## config.mk

```make
export PLATFORM = sky130hd
export DESIGN_NAME = uart_transmitter
export DESIGN_NICKNAME = d
export VERILOG_FILES = /design/src/rtl/uart_pkg.sv /design/src/rtl/uart_bit_timer.sv /design/src/rtl/uart_transmitter.sv
export SDC_FILE = /design/constraint.sdc
export NUM_CORES = 1
export LEC_CHECK = 0
export ABC_AREA = 1
export BUFFER_PORTS_ARGS = -buffer_cell sky130_fd_sc_hd__buf_2
export CAP_MARGIN = 20
export CORE_UTILIZATION = 35
export CTS_CLUSTER_SIZE = 24
export DETAILED_ROUTE_END_ITERATION = 10
export GPL_ROUTABILITY_DRIVEN = 0
export PLACE_DENSITY = 0.6
export REMOVE_ABC_BUFFERS = 1
export SLEW_MARGIN = 25
export SYNTH_ARGS = -nofsm -noshare
export SYNTH_HDL_FRONTEND = slang
export SYNTH_HIERARCHICAL = 1
export SYNTH_SLANG_ARGS = --single-unit
```

## constraint.sdc

```tcl
create_clock -name uart_samplig_clk -period 2.2 [get_ports uart_samplig_clk]
set_input_delay 0.33 -clock uart_samplig_clk [delete_from_list [all_inputs] [get_ports uart_samplig_clk]]
set_output_delay 0.33 -clock uart_samplig_clk [all_outputs]
set_load 0.05 [all_outputs]
```

## src/rtl/uart_pkg.sv

```systemverilog
// Shared UART definitions: state encoding, default oversampling, line levels.
// Used by both the transmitter and the receiver.
package uart_pkg;

  localparam int unsigned DEFAULT_OVERSAMPLE = 16;

  localparam logic MARK  = 1'b1;
  localparam logic SPACE = 1'b0;

  typedef enum logic [2:0] {
    IDLE   = 3'd0,
    START  = 3'd1,
    DATA   = 3'd2,
    PARITY = 3'd3,
    STOP   = 3'd4
  } uart_state_e;

  // Oversampling ratio must be a power of two so the phase counter wraps naturally.
  function automatic bit is_pow2(input int unsigned v);
    return (v != 0) && ((v & (v - 1)) == 0);
  endfunction

endpackage

```

## src/rtl/uart_bit_timer.sv

```systemverilog
// Per-bit phase counter: counts while enabled and pulses bit_done_c on the
// cycle where the count wraps from OVERSAMPLE-1 back to 0.
module uart_bit_timer
  import uart_pkg::*;
#(
  parameter int unsigned OVERSAMPLE = DEFAULT_OVERSAMPLE
) (
  input  logic clk,
  input  logic reset,
  input  logic en,
  input  logic clr,
  output logic bit_done_c
);

  localparam int unsigned PHASE_W = $clog2(OVERSAMPLE);
  localparam logic [PHASE_W-1:0] PHASE_LAST = PHASE_W'(OVERSAMPLE - 1);

  logic [PHASE_W-1:0] phase_q;
  logic [PHASE_W-1:0] phase_d;

  always_comb begin
    phase_d = phase_q;
    if (clr) begin
      phase_d = '0;
    end else if (en) begin
      phase_d = phase_q + PHASE_W'(1);
    end
  end

  always_ff @(posedge clk) begin
    if (reset) begin
      phase_q <= '0;
    end else begin
      phase_q <= phase_d;
    end
  end

  assign bit_done_c = en && !clr && (phase_q == PHASE_LAST);

endmodule

```

## src/rtl/uart_transmitter.sv

```systemverilog
// 8N1 UART transmitter with valid/ready byte input on the oversampling clock.
// Optional parity bit after the data bits when UART_TX_PARITY_EN is defined.
module uart_transmitter
  import uart_pkg::*;
#(
  parameter int unsigned OVERSAMPLE = DEFAULT_OVERSAMPLE,
  parameter int unsigned DATA_BITS  = 8,
  parameter int unsigned STOP_BITS  = 1,
  parameter int unsigned PARITY_ODD = 0
) (
  input  logic                 uart_samplig_clk,
  input  logic                 reset,
  input  logic                 valid,
  output logic                 ready,
  input  logic [DATA_BITS-1:0] send_data,
  output logic                 RsTx,
  output logic                 busy
);

  localparam int unsigned BIT_W = $clog2(DATA_BITS + 1);
  localparam logic [BIT_W-1:0] DATA_LAST = BIT_W'(DATA_BITS - 1);
  localparam logic [BIT_W-1:0] STOP_LAST = BIT_W'(STOP_BITS - 1);

  // Elaboration-time guard on the legal parameter space.
  if (!is_pow2(OVERSAMPLE) || OVERSAMPLE < 4 || OVERSAMPLE > 256 ||
      DATA_BITS < 1 || STOP_BITS < 1 || STOP_BITS > 2 || PARITY_ODD > 1) begin : g_param_check
    $error("uart_transmitter: illegal parameter combination");
  end

  uart_state_e          state_q;
  uart_state_e          state_d;
  logic [DATA_BITS-1:0] shift_q;
  logic [DATA_BITS-1:0] shift_d;
  logic [BIT_W-1:0]     bit_cnt_q;
  logic [BIT_W-1:0]     bit_cnt_d;
  logic                 tx_q;
  logic                 tx_d;
  logic                 ready_q;
  logic                 ready_d;
  logic                 busy_q;
  logic                 busy_d;
`ifdef UART_TX_PARITY_EN
  logic                 parity_q;
  logic                 parity_d;
`endif

  logic transfer_c;
  logic timer_en_c;
  logic bit_done_c;

  assign transfer_c = valid && ready_q;
  assign timer_en_c = (state_q != IDLE);

  uart_bit_timer #(
    .OVERSAMPLE(OVERSAMPLE)
  ) u_bit_timer (
    .clk       (uart_samplig_clk),
    .reset     (reset),
    .en        (timer_en_c),
    .clr       (transfer_c),
    .bit_done_c(bit_done_c)
  );

  // Next-state, datapath and output logic; the line level lags the state by one edge.
  always_comb begin
    state_d   = state_q;
    shift_d   = shift_q;
    bit_cnt_d = bit_cnt_q;
    tx_d      = MARK;
`ifdef UART_TX_PARITY_EN
    parity_d  = parity_q;
`endif

    unique case (state_q)
      IDLE: begin
        if (transfer_c) begin
          state_d   = START;
          shift_d   = send_data;
          bit_cnt_d = '0;
`ifdef UART_TX_PARITY_EN
          parity_d  = (^send_data) ^ (PARITY_ODD != 0);
`endif
        end
      end
      START: begin
        if (bit_done_c) begin
          state_d = DATA;
        end
      end
      DATA: begin
        if (bit_done_c) begin
          shift_d = shift_q >> 1;
          if (bit_cnt_q == DATA_LAST) begin
            bit_cnt_d = '0;
`ifdef UART_TX_PARITY_EN
            state_d   = PARITY;
`else
            state_d   = STOP;
`endif
          end else begin
            bit_cnt_d = bit_cnt_q + BIT_W'(1);
          end
        end
      end
`ifdef UART_TX_PARITY_EN
      PARITY: begin
        if (bit_done_c) begin
          state_d = STOP;
        end
      end
`endif
      STOP: begin
        if (bit_done_c) begin
          if (bit_cnt_q == STOP_LAST) begin
            bit_cnt_d = '0;
            state_d   = IDLE;
          end else begin
            bit_cnt_d = bit_cnt_q + BIT_W'(1);
          end
        end
      end
      default: begin
        state_d   = IDLE;
        bit_cnt_d = '0;
      end
    endcase

    unique case (state_q)
      START:   tx_d = SPACE;
      DATA:    tx_d = shift_q[0];
`ifdef UART_TX_PARITY_EN
      PARITY:  tx_d = parity_q;
`endif
      default: tx_d = MARK;
    endcase

    ready_d = (state_d == IDLE);
    busy_d  = !ready_d;
  end

  always_ff @(posedge uart_samplig_clk) begin
    if (reset) begin
      state_q   <= IDLE;
      shift_q   <= '0;
      bit_cnt_q <= '0;
      tx_q      <= MARK;
      ready_q   <= 1'b1;
      busy_q    <= 1'b0;
`ifdef UART_TX_PARITY_EN
      parity_q  <= 1'b0;
`endif
    end else begin
      state_q   <= state_d;
      shift_q   <= shift_d;
      bit_cnt_q <= bit_cnt_d;
      tx_q      <= tx_d;
      ready_q   <= ready_d;
      busy_q    <= busy_d;
`ifdef UART_TX_PARITY_EN
      parity_q  <= parity_d;
`endif
    end
  end

  assign RsTx  = tx_q;
  assign ready = ready_q;
  assign busy  = busy_q;

endmodule

```

# Yosys cells after proc, flatten, opt, wreduce, memory -nomap -nowiden
# Cells that the tools add are included.
word_totals:
  register_bits: 22
  input_bits: 11
  output_inout_bits: 3
  word_cells: 48
classes:
  n_addsub: 2
  eq_ne: 8
  mux: 17
  n_bitwise: 1
  reduce_logical: 13
op_table:
  columns: ["cell", "n"]
  rows:
  - ["$mux W4", 5]
  - ["$mux W3", 6]
  - ["$mux W8", 2]
  - ["$pmux W4 S4", 1]
  - ["$pmux W8 S2", 1]
  - ["$pmux W3 S4", 1]
  - ["$add A4 B1 Y4 const B", 2]
  - ["$logic_not A3 Y1", 2]
  - ["$eq A4 B3 Y1 const B", 1]
  - ["$eq A4 B4 Y1 const B", 1]
  - ["$logic_not A4 Y1", 1]
  - ["$ne A2 B2 Y1 const B", 2]
  - ["$reduce_and A4 Y1", 1]
  - ["$eq A3 B1 Y1 const B", 1]
  - ["$eq A3 B2 Y1 const B", 1]
  - ["$eq A3 B3 Y1 const B", 1]
  - ["$logic_and A1 B1 Y1", 3]
  - ["$reduce_and A3 Y1", 1]
  - ["$reduce_bool A3 Y1", 1]
  - ["$logic_not A1 Y1", 2]
  - ["$ne A2 B1 Y1 const B", 1]
  - ["$pmux W1 S2", 1]
  - ["$reduce_bool A2 Y1", 1]
  - ["$reduce_or A2 Y1", 1]
  - ["$not A1 Y1", 1]

# Longest topological paths before layout
# Gate-level depths: netlist of run 1.
depth:
  word_depth: 8
  ltp_mapped: 11
  ltp_nobuf: 11

# Hierarchy
# The synthesis of run 1 kept the hierarchy.
by_module_without_submodules:
  columns: ["mod", "instances", "cells_each", "area_per_inst_um2"]
  rows:
  - ["uart_transmitter", 1, 154, 968.4]
  - ["uart_bit_timer", 1, 24, 176.4]

# Least setup slack after synthesis of run 1
# OpenSTA, ideal clock, no wires.
synth_timing:
  path_type: "register to register"
  start: "register ready_q (netlist: ready)"
  end: "register bit_cnt_q[0]"
  setup_time_ps: 114
  t_arrival_ps: 1583
  slack_ps: 503
  path_stages_with_launch: 11
  cell_sequence: "dfxtp_1 nand2_1 inv_1 nor3_1 inv_1 nand3_1 nand2_1 nor2_2 nand2_1 nand2_1 nor2_2"
synth_between:
  elab_chain_len: 6
  elab_cells_between_ends: 8
synth_lines:
  columns: ["item", "line_no", "source"]
  rows:
  - ["from (decl)", "uart_transmitter.sv:38", "logic ready_q;"]
  - ["from (signal assigned)", "uart_transmitter.sv:157", "ready_q <= ready_d;"]
  - ["$logic_and A1 B1 Y1 (*)", "uart_transmitter.sv:51", "assign transfer_c = valid && ready_q;"]
  - ["via transfer_c", "uart_transmitter.sv:47", "logic transfer_c;"]
  - ["$logic_not A1 Y1 (*)", "uart_bit_timer.sv:38", "assign bit_done_c = en && !clr && (phase_q == PHASE_LAST);"]
  - ["$logic_and A1 B1 Y1 (*) (2 in series)", "uart_bit_timer.sv:38", null]
  - ["via bit_done_c", "uart_transmitter.sv:49", "logic bit_done_c;"]
  - ["$ne A2 B2 Y1 (no line)", null, null]
  - ["$reduce_and A4 Y1 (no line) (*)", null, null]
  - ["to (signal assigned)", "uart_transmitter.sv:155", "bit_cnt_q <= bit_cnt_d;"]
  - ["to (decl)", "uart_transmitter.sv:34", "logic [BIT_W-1:0] bit_cnt_q;"]
# Mark *: on every way through the listed nets, which the timed path passes. The rest lies on a longest branch.
# A chain may end at the register's enable or synchronous reset.

# Worst setup path in the final report of run 1
layout_timing:
  start: "register state_q[2]"
  end: "register bit_cnt_q[1]"
layout_between:
  elab_chain_len: 5
  elab_cells_between_ends: 13
layout_lines:
  columns: ["item", "line_no", "source"]
  rows:
  - ["from (decl)", "uart_transmitter.sv:30", "uart_state_e state_q;"]
  - ["from (signal assigned)", "uart_transmitter.sv:153", "state_q <= state_d;"]
  - ["$reduce_bool A3 Y1 (*)", "uart_transmitter.sv:52", "assign timer_en_c = (state_q != IDLE);"]
  - ["via timer_en_c", "uart_transmitter.sv:48", "logic timer_en_c;"]
  - ["$logic_and A1 B1 Y1 (*) (2 in series)", "uart_bit_timer.sv:38", null]
  - ["via bit_done_c", "uart_transmitter.sv:49", null]
  - ["$ne A2 B2 Y1 (no line)", null, null]
  - ["$reduce_and A4 Y1 (no line) (*)", null, null]
# Marked as above.

==> qor.csv, run 1 <==
stage,metric,value,unit
sta,finalSetupViolCount,0,
setup_path,cp.required,2.42,ns
pwr,swShare,0.329,
clock_network,clkLatencyLatePin,0.31,ns
clock_network,postCtsSetupRepairBufs,0,
detailed_routing,via_count,1030,
sta,timing.final.crit_period,1.86,ns
floorplan,start_util,0.372,
min_path,hp-class,in -> reg,
sta,worst_pin_slew,0.341,ns
min_path,worstHoldStart,reset,
cells_and_area,antenna_cells,0,
cells_and_area,fin_nets,209,
run,maxCapViolCount,0,
pwr,p_total,842,µW
sta,drv_slew,0,
floorplan,dieHeight,59.2,µm
yosys,synth.area.top_cells,"dfxtp_1, nand2_1, inv_1",
pwr,power_leakage,0.000614,µW
clock_network,cts_root_buffer,clkbuf_4,
setup_path,worstPathMaxFanout,7,
placed_design,hpwl,1630,µm
global_route,grt_pass1_vias,865,
yosys,syn-instance-count,178,
clock_network,ctsHtreeMaxLevel,1,
detailed_routing,avgRoutedWirePerCell,9.08,µm
sta,tns,0,ns
floorplan,num_rows,20,
setup_path,cp-start-kind,register,
cells_and_area,syn_to_final_growth,12.1,%
detailed_routing,drt_iter0_markers,20,
pwr,seqPwrFrac,0.544,
cells_and_area,final_core_util,0.417,
pwr,switchingPower,277,µW
pwr,p_int,565,µW
floorplan,core,3080,µm²
detailed_routing,first_pass_iters,4,
cells_and_area,final_common_cell,nand2_1,
sta,fin_crit_sh,0.845,
setup_path,cp.arrival,2.08,ns
setup_path,timing.rr.end,bit_cnt_q[1],
clock_network,clkTransAtPathRegs,0.13,ns
floorplan,io_pins,14,
cells_and_area,final_cells,237,
setup_path,end_kind,register,
placed_design,io_buffers,13,
min_path,min_to,shift_q[1],
pwr,comb_power_share,0.236,
yosys,ys_seq_elements,22,
global_route,grt_pass1_wl,3640,µm
pwr,p_per_area,656,nW/µm²
pwr,p_clk_frac,0.220,
setup_path,path_class,reg -> reg,
sta,rsz0062_at_grt,false,
setup_path,r2r_start,state_q[2],
floorplan,fp.dieW,59.2,µm
floorplan,die_area,3500,µm²
yosys,synthesis.area,1140,µm²
global_route,antenna_found_initial,0,
sta,fmax,538,MHz
sta,hold_viol_final,0,
global_route,gr-total-overflow,0,
detailed_routing,drc_errors,0,
sta,maxSlewHeadroom,0.772,
clock_network,cts_tree,done,
yosys,yosysTopAreaCell,dfxtp_1,
cells_and_area,final_cell_mix,"nand2_1, dfxtp_1, inv_1, nor2_1, buf_2",
run_status,status,"complete, no violations",
cells_and_area,drive_above_1_share,0.166,
global_route,grt_util_all_layers,0.138,
detailed_routing,routed_wirelength,2150,µm
detailed_routing,avgViaCountPerCell,4.35,
pwr,irDropWorstVdd,271,µV
min_path,hold_path_depth,2,
yosys,synth_top_area_share,0.385,
yosys,ys_warn_count,6,
yosys,ys_seq_area_frac,0.385,
setup_path,rr_worst_depth,11,
global_route,grt_max_degree,14,
detailed_routing,ant_nets,0,
clock_network,cts_buffer_depth,2,
sta,finalClockSkew,0.0129,ns
placed_design,place_inst,234,
clock_network,cts_buffers,3,
yosys,ys_types,17,
clock_network,cts.sinks,22,
yosys,syn_area_per_cell,6.43,µm²
setup_path,rrSetupSlack,0.34,ns
worst max-delay path, stage by stage (launching register included):
cell	delay (ns)
dfxtp_1	0.49
nor2_2	0.11
nand2_1	0.18
nand3_1	0.11
nor3_2	0.21
inv_1	0.12
nand3_1	0.11
nand2_1	0.07
nor2_2	0.20
nand2_1	0.08
nand2_1	0.07
nor2_2	0.04
repair_timing:
item                       CTS  global route
hold buffers                 0             0
setup endpoints to repair    0             4
resized for setup            0             1
worst max-delay path by stage:
stage,startpoint,end,slack [ns],depth (start not counted)
after floorplan,ready,bit_cnt_q[0],0.50,10
after global placement,state_q[2],bit_cnt_q[1],0.22,11
after detailed placement,state_q[2],bit_cnt_q[1],0.23,11
after CTS,state_q[2],bit_cnt_q[1],0.22,11
after global routing,state_q[2],bit_cnt_q[3],0.03,11
final,state_q[2],bit_cnt_q[1],0.34,11
power groups by stage:
stage | Sequential, µW | Clock, µW | Combinational (µW)
finish | 458 | 185 | 199
floorplan | 489 | 0 | 130
detailed placement | 467 | 0 | 199
global placement | 467 | 0 | 201
CTS | 458 | 195 | 200
global route | 464 | 209 | 232
kinds of logic after synthesis:
kind of cell,count (synthesis),share of synthesized area
buf+inv,22,0.0798
fa+ha+maj,3,0.0328
flops,22,0.385
compound gates,19,0.0852
simple gates,112,0.417
cell usage after synthesis, drive strengths merged:
cell type,n
nand2,73
nor2,25
dfxtp,22
inv,20
nand3,12
o21ai,11
a21oi,7
ha,3
buf,2
nor3,2
o211ai,1
metrics by stage:
step	hold WS, ns	area [µm²]	setup slack, ns
6_report	0.254	1280	0.342
5_1_grt	0.259	1280	0.0304
4_1_cts	0.258	1280	0.220
3_5_place_dp	0.457	1260	0.235
3_3_place_gp	0.453	1260	0.221
2_1_floorplan	0.399	1130	0.503
flip-flops by register name (all words and copies together) (netlist names):
name	cells
ready	1
bit_cnt_q	4
shift_q	8
RsTx	1
state_q	3
u_bit_timer/phase_q	4
busy	1
routing by layer:
layer	GRT usage	routed length (µm)	vias to the layer above
met5	0	0	-
met4	0.0612	18	0
met3	0.0262	57	2
met2	0.212	904	17
met1	0.187	1170	431
li1	-	-	580
area by class of cell:
class                           count  area (µm²)
Timing Repair Buffer               14        72.6
Fill cell                         345        1790
Tap cell                           44        55.1
Multi-Input combinational cell    134         618
Inverter                           20        75.1
Sequential cell                    22         440
Clock buffer                        3        22.5
No activity file was read; power rests on OpenSTA's default activity.
==> run 2, diff against run 1 <==
- PLACE_DENSITY: 0.6 -> 0.62
- clock period: 2.2 -> 1.64 ns (I/O delays scaled with it)
==> qor.csv, run 2 (synthesis gave the netlist of run 1 again) <==
stage,metric,value,unit,change
run_status,status,"complete, no violations",,
setup_path,worstPathMaxFanout,6,,-1
sta,fin_crit_sh,0.920,,+0.0752
detailed_routing,top_layer,met4,,
detailed_routing,ant_nets,0,,unchanged
cells_and_area,final_cells,249,,+5.1%
cells_and_area,top_register,shift_q,,
detailed_routing,drc_errors,0,,unchanged
sta,rsz0062_at_grt,false,,
run,maxCapViolCount,0,,unchanged
sta,fmax,663,MHz,+23%
sta,drv_slew,0,,unchanged
setup_path,cp.arrival,1.72,ns,-0.36 ns
placed_design,place_inst,245,,+4.7%
placed_design,hpwl,1720,µm,+5.5%
sta,finalClockSkew,0.00630,ns,-0.00664 ns
detailed_routing,avgRoutedWirePerCell,9.13,µm,+0.58%
cells_and_area,antenna_cells,0,,unchanged
global_route,grt_max_degree,14,,unchanged
setup_path,path_class,reg -> reg,,
cells_and_area,reg_top3,"shift_q (8), bit_cnt_q (4), u_bit_timer/phase_q (4)",,
floorplan,die_area,3500,µm²,unchanged
clock_network,postCtsSetupRepairBufs,0,,unchanged
clock_network,cts.repair.resized,1,,+1
global_route,antenna_found_initial,0,,unchanged
floorplan,num_rows,20,,unchanged
cells_and_area,final_core_util,0.451,,+0.0337
sta,hold_viol_final,0,,unchanged
global_route,gr-total-overflow,0,,unchanged
cells_and_area,drive_above_1_share,0.224,,+0.0586
cells_and_area,fin_nets,220,,+5.3%
setup_path,rrSetupSlack,0.13,ns,-0.21 ns
setup_path,cp-start-kind,register,,
floorplan,fp.dieW,59.2,µm,unchanged
cells_and_area,largest_reg_flops,8,,unchanged
detailed_routing,avgViaCountPerCell,4.43,,+1.9%
pwr,p_per_area,878,nW/µm²,+34%
detailed_routing,first_pass_iters,4,,unchanged
clock_network,cts_buffers,3,,unchanged
clock_network,clkTransAtPathRegs,0.13,ns,about the same
floorplan,core,3080,µm²,unchanged
floorplan,start_util,0.372,,unchanged
sta,maxSlewHeadroom,0.739,,-0.0334
sta,tns,0,ns,unchanged
min_path,hp-class,in -> reg,,
detailed_routing,drt_iter0_markers,33,,+65%
clock_network,cts_hold_buf,0,,unchanged
sta,hold_ws,0.180,ns,-0.0736 ns
clock_network,cts_root_buffer,clkbuf_4,,
clock_network,cts.sinks,22,,unchanged
sta,finalSetupViolCount,0,,unchanged
global_route,grt_util_all_layers,0.148,,+0.00963
clock_network,cts_buffer_depth,2,,unchanged
sta,timing.final.crit_period,1.51,ns,-0.350 ns
pwr,irDropWorstVdd,323,µV,+19%
pwr,power_leakage,0.000679,µW,+11%
cells_and_area,fillers,340,,-1.4%
cells_and_area,final_cell_mix,"nand2_1, dfxtp_1, inv_1, nor2_1, buf_2",,
cells_and_area,final_common_cell,nand2_1,,
detailed_routing,via_count,1103,,+7.1%
sta,worst_pin_slew,0.392,ns,+0.0501 ns
global_route,grt_pass1_wl,3940,µm,+8.1%
placed_design,io_buffers,13,,unchanged
detailed_routing,routed_wirelength,2270,µm,+5.7%
clock_network,clkLatencyLatePin,0.31,ns,about the same
setup_path,end_kind,register,,
global_route,grt_pass1_vias,941,,+8.8%
detailed_routing,dr_wl_met3,52,µm,-8.8%
detailed_routing,wl_met2,968,µm,+7.1%
clock_network,ctsHtreeMaxLevel,1,,unchanged
setup_path,cp.required,1.85,ns,-0.57 ns
floorplan,io_pins,14,,unchanged
detailed_routing,wl_met1,1230,µm,+5.3%
floorplan,dieHeight,59.2,µm,unchanged
cells_and_area,syn_to_final_growth,21.2,%,
clock_network,cts_tree,done,,
run 2: cell count changes in the layout (fill, tap and decap cells not counted), sizes merged:
cell and change:
buf +11, clkbuf +1
run 2: worst paths after layout:
kind | startpoint | end | depth (start not counted)
max | u_bit_timer/phase_q[1] | bit_cnt_q[1] | 10
min | reset | shift_q[1] | 2
max reg2reg | u_bit_timer/phase_q[1] | bit_cnt_q[1] | 10
min reg2reg | shift_q[6] | shift_q[6] | 2
run 2: critical path, stage by stage, from the launching register on:
cell and delay, ns:
dfxtp_1 0.35, ha_1 0.17, nand3_1 0.09, nor3_2 0.15, inv_1 0.11, nand3_1 0.12, nand2_1 0.10, nor2_4 0.15
nand2_1 0.07, nand2_1 0.07, nor2_2 0.04
run 2: routing by layer:
metal / global-route usage / vias up
met5: 0 / -
met4: 0.0714 / 0
met3: 0.0197 / 2
met2: 0.222 / 14
met1: 0.207 / 483
li1: - / 604
run 2: area by class of cell:
type	instances	area (µm²)	share of cell area
Tap cell	44	55.1	0.0397
Sequential cell	22	443	0.319
Multi-Input combinational cell	134	623	0.449
Clock buffer	4	36.3	0.0261
Timing Repair Buffer	25	155	0.112
Inverter	20	75.1	0.0541
run 2: stage by stage:
stage | instance area (µm²) | setup WS [ns] | power (µW)
CTS | 1380 | 0.0417 | 1230
global placement | 1340 | 0.0701 | 922
finish | 1390 | 0.131 | 1220
detailed placement | 1340 | 0.0268 | 921
floorplan | 1130 | -0.0574 | 830
global route | 1390 | 0.00110 | 1290
run 2: where the power goes:
| group | total (µW) | internal (µW) | switching, µW |
|---|---|---|---|
| Combinational | 301 | 112 | 190 |
| Sequential | 614 | 587 | 27.3 |
| Clock | 303 | 135 | 167 |
